File: config.mk
export PLATFORM = sky130hd
export DESIGN_NAME = cache_op_fsm
export DESIGN_NICKNAME = d
export VERILOG_FILES = /design/src/rtl/cache_op_fsm.sv
export SDC_FILE = /design/constraint.sdc
export NUM_CORES = 1
export LEC_CHECK = 0
export ABC_AREA = 1
export BUFFER_PORTS_ARGS = -buffer_cell sky130_fd_sc_hd__buf_4
export CORE_MARGIN = 5
export CORE_UTILIZATION = 51
export CTS_BUF_LIST = sky130_fd_sc_hd__clkbuf_4 sky130_fd_sc_hd__clkbuf_8
export CTS_CLUSTER_SIZE = 8
export DETAILED_ROUTE_END_ITERATION = 8
export GPL_ROUTABILITY_DRIVEN = 0
export PLACE_DENSITY = 0.82
export SLEW_MARGIN = 25
export SYNTH_ARGS = -nofsm -noshare
export SYNTH_HDL_FRONTEND = slang
export SYNTH_SLANG_ARGS = --single-unit
File: constraint.sdc
create_clock -name clk -period 2.44 [get_ports clk]
set_input_delay 0.244 -clock clk [delete_from_list [all_inputs] [get_ports clk]]
set_output_delay 0.244 -clock clk [all_outputs]
set_load 0.005 [all_outputs]
File: src/rtl/cache_op_fsm.sv
// CACHE-instruction sequencer: reads/writes the I/D tag arrays for one maintenance
// request, issues a dirty-line writeback when needed, and stalls WB until retire.
package cache_op_pkg;
    // {operation[2:0], cache[1:0]} as encoded in the CACHE instruction; cache 0 = I, 1 = D
    typedef enum logic [4:0] {
        I_Index_Invalidate        = 5'b000_00,
        D_Index_Writeback_Invalid = 5'b000_01,
        I_Index_Load_Tag          = 5'b001_00,
        I_Index_Store_Tag         = 5'b010_00,
        D_Index_Store_Tag         = 5'b010_01,
        I_Hit_Invalid             = 5'b100_00,
        D_Hit_Invalid             = 5'b100_01,
        D_Hit_Writeback_Invalid   = 5'b101_01
    } CacheCodeType;
endpackage

module cache_op_fsm
    import cache_op_pkg::*;
#(
    parameter int unsigned WAYS  = 4,
    parameter int unsigned TAG_W = 20
) (
    input  logic                          clk,
    input  logic                          reset,
    input  logic                          req_valid,
    output logic                          req_ready,
    input  CacheCodeType                  req_op,
    input  logic [TAG_W-1:0]              req_tag,
    input  logic                          req_v,
    input  logic                          req_d,
    input  logic [7:0]                    req_index,
    input  logic [1:0]                    req_way,
    output logic                          busy,
    output logic                          done,
    output logic                          tag_sel,
    output logic [7:0]                    tag_addr,
    input  logic [WAYS-1:0][TAG_W+1:0]    tag_rdata,
    output logic [WAYS-1:0]               tag_we,
    output logic [TAG_W+1:0]              tag_wdata,
    output logic                          wb_req,
    output logic [31:0]                   wb_addr,
    output logic [1:0]                    wb_way,
    input  logic                          wb_done
);

    typedef enum logic [2:0] {
        IDLE, READ, CHECK, WRITEBACK, UPDATE, DONE
    } state_t;

    state_t           state_q, state_d;
    CacheCodeType     op_q, op_d;
    logic [TAG_W-1:0] tag_q, tag_d;
    logic             v_q, v_d;
    logic             d_q, d_d;
    logic [7:0]       index_q, index_d;
    logic [1:0]       way_q, way_d;
    logic             sel_q, sel_d;
    logic [1:0]       tgt_way_q, tgt_way_d;
    logic [TAG_W-1:0] tgt_tag_q, tgt_tag_d;

    logic             is_hit_op, is_wb_op, is_store_op;
    logic             hit;
    logic [1:0]       hit_way;
    logic [1:0]       chk_way;
    logic [TAG_W+1:0] chk_line;

    assign is_hit_op   = op_q inside {I_Hit_Invalid, D_Hit_Invalid, D_Hit_Writeback_Invalid};
    assign is_wb_op    = op_q inside {D_Index_Writeback_Invalid, D_Hit_Writeback_Invalid};
    assign is_store_op = op_q inside {I_Index_Store_Tag, D_Index_Store_Tag};

    // Lowest-numbered valid way whose tag matches wins
    always_comb begin
        hit     = 1'b0;
        hit_way = '0;
        for (int unsigned w = 0; w < WAYS; w++) begin
            if (!hit && tag_rdata[w][TAG_W+1] && tag_rdata[w][TAG_W-1:0] == tag_q) begin
                hit     = 1'b1;
                hit_way = w[1:0];
            end
        end
    end

    assign chk_way  = is_hit_op ? hit_way : way_q;
    assign chk_line = tag_rdata[chk_way];

    always_ff @(posedge clk or posedge reset) begin
        if (reset) begin
            state_q   <= IDLE;
            op_q      <= I_Index_Invalidate;
            tag_q     <= '0;
            v_q       <= 1'b0;
            d_q       <= 1'b0;
            index_q   <= '0;
            way_q     <= '0;
            sel_q     <= 1'b0;
            tgt_way_q <= '0;
            tgt_tag_q <= '0;
        end else begin
            state_q   <= state_d;
            op_q      <= op_d;
            tag_q     <= tag_d;
            v_q       <= v_d;
            d_q       <= d_d;
            index_q   <= index_d;
            way_q     <= way_d;
            sel_q     <= sel_d;
            tgt_way_q <= tgt_way_d;
            tgt_tag_q <= tgt_tag_d;
        end
    end

    always_comb begin
        state_d   = state_q;
        op_d      = op_q;
        tag_d     = tag_q;
        v_d       = v_q;
        d_d       = d_q;
        index_d   = index_q;
        way_d     = way_q;
        sel_d     = sel_q;
        tgt_way_d = tgt_way_q;
        tgt_tag_d = tgt_tag_q;
        tag_we    = '0;
        tag_wdata = '0;

        unique case (state_q)
            IDLE: begin
                if (req_valid) begin
                    op_d    = req_op;
                    tag_d   = req_tag;
                    v_d     = req_v;
                    d_d     = req_d;
                    index_d = req_index;
                    way_d   = req_way;
                    sel_d   = req_op[0];
                    case (req_op)
                        I_Index_Store_Tag, D_Index_Store_Tag:            state_d = UPDATE;
                        I_Index_Invalidate, D_Index_Writeback_Invalid,
                        I_Hit_Invalid, D_Hit_Invalid,
                        D_Hit_Writeback_Invalid:                         state_d = READ;
                        default:                                         state_d = DONE;
                    endcase
                end
            end
            READ:  state_d = CHECK;
            CHECK: begin
                // Victim tag comes from the RAM so Index-op writebacks use the stored line address
                tgt_way_d = chk_way;
                tgt_tag_d = chk_line[TAG_W-1:0];
                if (is_hit_op && !hit)
                    state_d = DONE;
                else if (is_wb_op && chk_line[TAG_W+1] && chk_line[TAG_W])
                    state_d = WRITEBACK;
                else
                    state_d = UPDATE;
            end
            WRITEBACK: begin
                if (wb_done)
                    state_d = UPDATE;
            end
            UPDATE: begin
                if (is_store_op) begin
                    tag_we[way_q] = 1'b1;
                    tag_wdata     = {v_q, d_q, tag_q};
                end else begin
                    tag_we[tgt_way_q] = 1'b1;
                end
                state_d = DONE;
            end
            DONE:    state_d = IDLE;
            default: state_d = IDLE;
        endcase
    end

    assign req_ready = (state_q == IDLE);
    assign busy      = !req_ready || req_valid;
    assign done      = (state_q == DONE);
    assign wb_req    = (state_q == WRITEBACK);
    assign tag_sel   = sel_q;
    assign tag_addr  = index_q;
    assign wb_addr   = {tgt_tag_q, index_q, 4'b0000};
    assign wb_way    = tgt_way_q;

endmodule

Yosys cells after proc, flatten, opt, wreduce, memory -nomap -nowiden

Cells that the tools add are included.

Register bits: 63
Output and inout bits: 73
Logic and storage cells: 89
Input port bits: 129

Reduce and logical (&&, ||, !) cells: 27
$lt $le $gt $ge: 5
Muxes and demuxes: 24
Equal/unequal tests: 23

Operator list:

| cell               | number |
|---|---|
| $eq 20x20->1       | 4 |
| $mux 22            | 3 |
| $bmux 22 s2        | 1 |
| $eq 5x5->1 const B | 6 |
| $eq 5x4->1 const B | 4 |
| $pmux 3 s5         | 1 |
| $logic_and 1x1->1  | 12 |
| $mux 3             | 4 |
| $eq 5x1->1 const B | 2 |
| $lt 2x3->1 const B | 3 |
| $mux 4             | 2 |
| $mux 1             | 7 |
| $eq 3x2->1 const B | 2 |
| $eq 3x3->1 const B | 2 |
| $mux 2             | 3 |
| $pmux 3 s2         | 1 |
| $logic_not 1->1    | 5 |
| $logic_not 5->1    | 1 |
| $reduce_or 5->1    | 1 |
| $demux 1 s2        | 2 |
| $ge 2x1->1 const B | 2 |
| $reduce_and 2->1   | 2 |
| $reduce_bool 2->1  | 2 |
| $eq 3x1->1 const B | 1 |
| other kinds (6)    | 6 |

Depth between registers and ports, before layout

Depth after elaboration: 23
Gate-level depth with buffers: 20
Depth with buffers taken out: 20

Least setup slack after synthesis

OpenSTA, ideal clock, no wires.

Path kind: register -> output
From: register op_q[4]
To: output tag_wdata[0]
Arrival time: 1656 ps
Stages on the path, launching flop included: 5
Buffers on the path: 1
Path slack: 540 ps
Cells stage by stage: dfrtp_1 > nor4_1 > clkinv_1 > clkbuf_1 > nor3_1

Longest elaborated chain between the ends: 4
Elaborated cells on any way between the ends: 5

Ends and longest elaborated chain:

| item                   | line | RTL |
|---|---|---|
| from (decl)            | 51   | `CacheCodeType op_q, op_d;` |
| from (signal assigned) | 89   | `op_q <= I_Index_Invalidate;` |
| from (signal assigned) | 100  | `op_q <= op_d;` |
| $eq 5x4->1             | 69   | `assign is_store_op = op_q inside {I_Index_Store_Tag, D_Index_Store_Tag};` |
| $reduce_bool 2->1 *    | 69   |  |
| $mux 22 *              | 162  | `if (is_store_op) begin` |
| $mux 22 *              | 126  | `unique case (state_q)` |
| to (decl)              | 39   | `output logic [TAG_W+1:0] tag_wdata,` |

Mark *: on every way between the ends. The rest lies on a longest branch, timed or not.

Worst setup path after layout

From: register tag_q[11]
To: register tgt_tag_q[1]

Longest elaborated chain between the ends: 18
Elaborated cells on any way between the ends: 23

Ends and longest elaborated chain:

| item                            | line | RTL |
|---|---|---|
| from (decl)                     | 52   | `logic [TAG_W-1:0] tag_q, tag_d;` |
| from (signal assigned)          | 101  | `tag_q <= tag_d;` |
| $eq 20x20->1                    | 76   | `if (!hit && tag_rdata[w][TAG_W+1] && tag_rdata[w][TAG_W-1:0] == tag_q) begin` |
| $logic_and 1x1->1               | 76   |  |
| $mux 1                          | 76   |  |
| $logic_not 1->1                 | 76   |  |
| $logic_and 1x1->1 (2 in a row)  | 76   |  |
| $mux 1                          | 76   |  |
| $logic_not 1->1                 | 76   |  |
| $logic_and 1x1->1 (2 in a row)  | 76   |  |
| $mux 1                          | 76   |  |
| $logic_not 1->1                 | 76   |  |
| $logic_and 1x1->1 (2 in a row)  | 76   |  |
| $mux 2 *                        | 76   |  |
| $mux 2 *                        | 83   | `assign chk_way = is_hit_op ? hit_way : way_q;` |
| $bmux 22 s2 *                   | 84   | `assign chk_line = tag_rdata[chk_way];` |
| $mux 22 (not written as such) * | 84   |  |
| to (signal assigned)            | 108  | `tgt_tag_q <= tgt_tag_d;` |
| to (decl)                       | 59   | `logic [TAG_W-1:0] tgt_tag_q, tgt_tag_d;` |

Mark *: on every way between the ends. The rest lies on a longest branch, timed or not. The select of a mux whose other input is x is not followed.
A chain may end at the register's enable or synchronous reset.

==> results.tsv <==
metric	value	unit
drc	0	
cp_max_fo	11	
die_w	110.6	microns
cp_common_cell	nand2_1	
status	finished clean	
clock_power_share	13.0	%
grt_setup_unrepaired	false	
rows	36	
cts_max_level	3	
die_h	110.6	microns
p_comb_share	59.8	%
syn_area_per_cell	5.839	sq um
path_clk_slew	80	ps
fin_crit_sh	94.79	%
setup_tns	0	ps
final_cell_mix	337 x nand2_1, 220 x buf_4, 109 x nor2_1	
cts_root_buffer	clkbuf_8	
power.switching	3.626	mW
path_class	flip-flop to flip-flop	
ys_types	30	
grtUsageTotal	31.36	%
initial_core_util	52.51	%
power_leakage	3.987	nW
fmax	432.3	MHz
final_layout_size_suffix_gt1_share	25.94	%
p_int	3.909	mW
antenna_found_initial	0	
clkLatencyLatePin	370	ps
grt_pass1_vias	6162	
coreArea	0.009819	sq mm
power	7.535	mW
dr_total_vias	6470	
slew_viol_final	0	
peakVddDrop	0.0006783	V
hold_viol	0	
fin_crit	2313	ps
routed_wl	19.41	mm
dp_cells	1195	
syn-cell-area	0.005156	sq mm
grt_max_degree	67	
clock_path_buffers	2	
gr-total-overflow	0	
max_cap_viol_count	0	
sw_frac_of_total	48.12	%
endpoint_kind	flip-flop	
dieArea	0.01222	sq mm
cts_sinks	62	
cpPeakStageDelay	470	ps
via_per_inst	5.303	
hpwlAfterDp	15.12	mm
mostFrequentLayoutCell	nand2_1	
io_buffers	197	
wl_per_cell	15.91	microns
crit_required	2720	ps
cts_tree	done	
fin_cells	1220	
tightest_slew	695.7	ps
first_iter_violations	655	
ant_nets	0	
io_pins	202	
finalSetupViolCount	0	
ys.warnings.count	0	
crit_chain	buf_4 -> nand2_1 -> o21ai_0 -> nor2_1 -> nand2_1 -> nor2_1 -> nand3_1 -> nand2_1 -> inv_1 -> nand2_1 -> nand2_2 -> nand2_4 -> nand2_1 -> o221ai_1	
cts_buffers	9	
synth-seq-area-share	30.09	%
skew	9.456	ps
ys_ff_latch	62	
critical-path-slowest-cell	dfrtp_2	
diodes	0	
nets	1211	
arrival	2590	ps
power_density	1068	mW/mm^2
start_kind	flip-flop	
synth_cells	883	
max_slew_margin	53.62	%
grt_pass1_wl	31.19	mm
sequentialPowerShare	27.1	%
area_growth	36.81	%
worstHoldPathType	input pin to flip-flop	
firstDrtPassIters	6	
## timing repair
| action | in CTS | in global routing |
|---|---|---|
| cloned | 0 | 1 |
| setup endpoints to repair | 1 | 23 |
| buffers inserted | 0 | 7 |
| pin swaps | 0 | 2 |
| resized for setup | 2 | 11 |
| endpoints found under the hold margin | 27 | 0 |
| hold buffers | 1 | 0 |
## metal layers
layer	track usage, %	up-vias	part of all wire, %
met3	9.026	53	12
met1	40.21	2859	39
met2	50.08	419	46
met4	11.74	0	2.8
met5	0	-	0
li1	-	3139	-
## critical path: cells and delay by family (launching register included)
kind,cells,cell delay [ps]
compound gates,2,380
flops,1,470
buf+inv,2,210
simple gates,10,1150
## cells by family (layout without fill, tap and decap cells)
kind of cell,Yosys count,in the layout,share of synthesized area (%)
AND/OR/NAND/NOR,511,512,39.31
AO/OA/AOI/OAI,133,133,14.03
buffers and inverters,161,361,13.56
XOR/XNOR,7,7,1.189
flip-flops,62,62,30.09
multiplexers,8,8,1.747
other,1,4,0.07273
## path summary, 6_finish.rpt
| check | slack (ps) | depth (start not counted) | from | to |
|---|---|---|---|---|
| setup / recovery | 130 | 14 | tag_q[11] | tgt_tag_q[1] |
| hold / removal | 100 | 2 | req_index[4] | tag_addr[4] |
| setup reg to reg | 130 | 14 | tag_q[11] | tgt_tag_q[1] |
| hold reg to reg | 480 | 2 | tgt_tag_q[10] | tgt_tag_q[10] |
| max in group asynchronous | 1320 | 4 | reset | tag_q[18] |
| min in group asynchronous | 510 | 3 | reset | tag_q[4] |
## cells in the mapped netlist, drive strengths merged
master / instances / area, sq um
o21ai: 66 / 330.3
or2: 1 / 6.260
buf: 24 / 185.2
nor3: 24 / 120.1
inv: 120 / 450.4
nand2: 342 / 1304
o211ai: 8 / 60.06
conb: 1 / 3.750
o221ai: 7 / 61.31
clkinv: 2 / 7.510
dfrtp: 62 / 1551
nor2: 109 / 409.1
xnor2: 5 / 43.79
o22ai: 5 / 31.28
nand3b: 3 / 22.52
xor2: 2 / 17.52
a21oi: 45 / 225.2
nand4: 3 / 18.77
nand3: 28 / 140.1
o21a: 2 / 15.01
nor4: 1 / 6.260
clkbuf: 15 / 56.30
mux2: 8 / 90.09
## power by group through the flow
stage	combinational (mW)	clock [mW]	sequential [mW]
6_report	4.51	0.980	2.05
3_5_place_dp	4.28	0	2.03
5_1_grt	5.00	1.04	2.12
4_1_cts	4.32	0.988	2.03
2_1_floorplan	2.84	0	1.93
3_3_place_gp	4.24	0	2.03
## through the flow
step	worst slack (ps)	area [sq um]	hold WS [ps]	util, %
floorplan	540.0	5167	394.6	-
global placement	55.35	6739	369.1	68.63
detailed placement	103.8	6739	364.9	68.63
CTS	67.55	6958	94.54	70.86
global route	3.992	7054	90.51	71.84
finish	127.0	7054	102.5	71.84
## flip-flops by register name (all words and copies together), names as in the netlist
register / flops
d_q: 1
op_q: 5
state_q: 3
tag_addr: 8
tag_q: 20
tgt_tag_q: 20
v_q: 1
way_q: 2
wb_way: 2
## area by class of cell
class	count	area [sq um]
clock buffers	10	137.6
clock inverters	6	70.07
fillers	908	2765
inverters	122	457.9
multi-input cells	664	2964
flip-flops and latches	62	1556
well taps	133	166.4
repair buffers	223	1702
No activity file was read; power rests on OpenSTA's default activity.
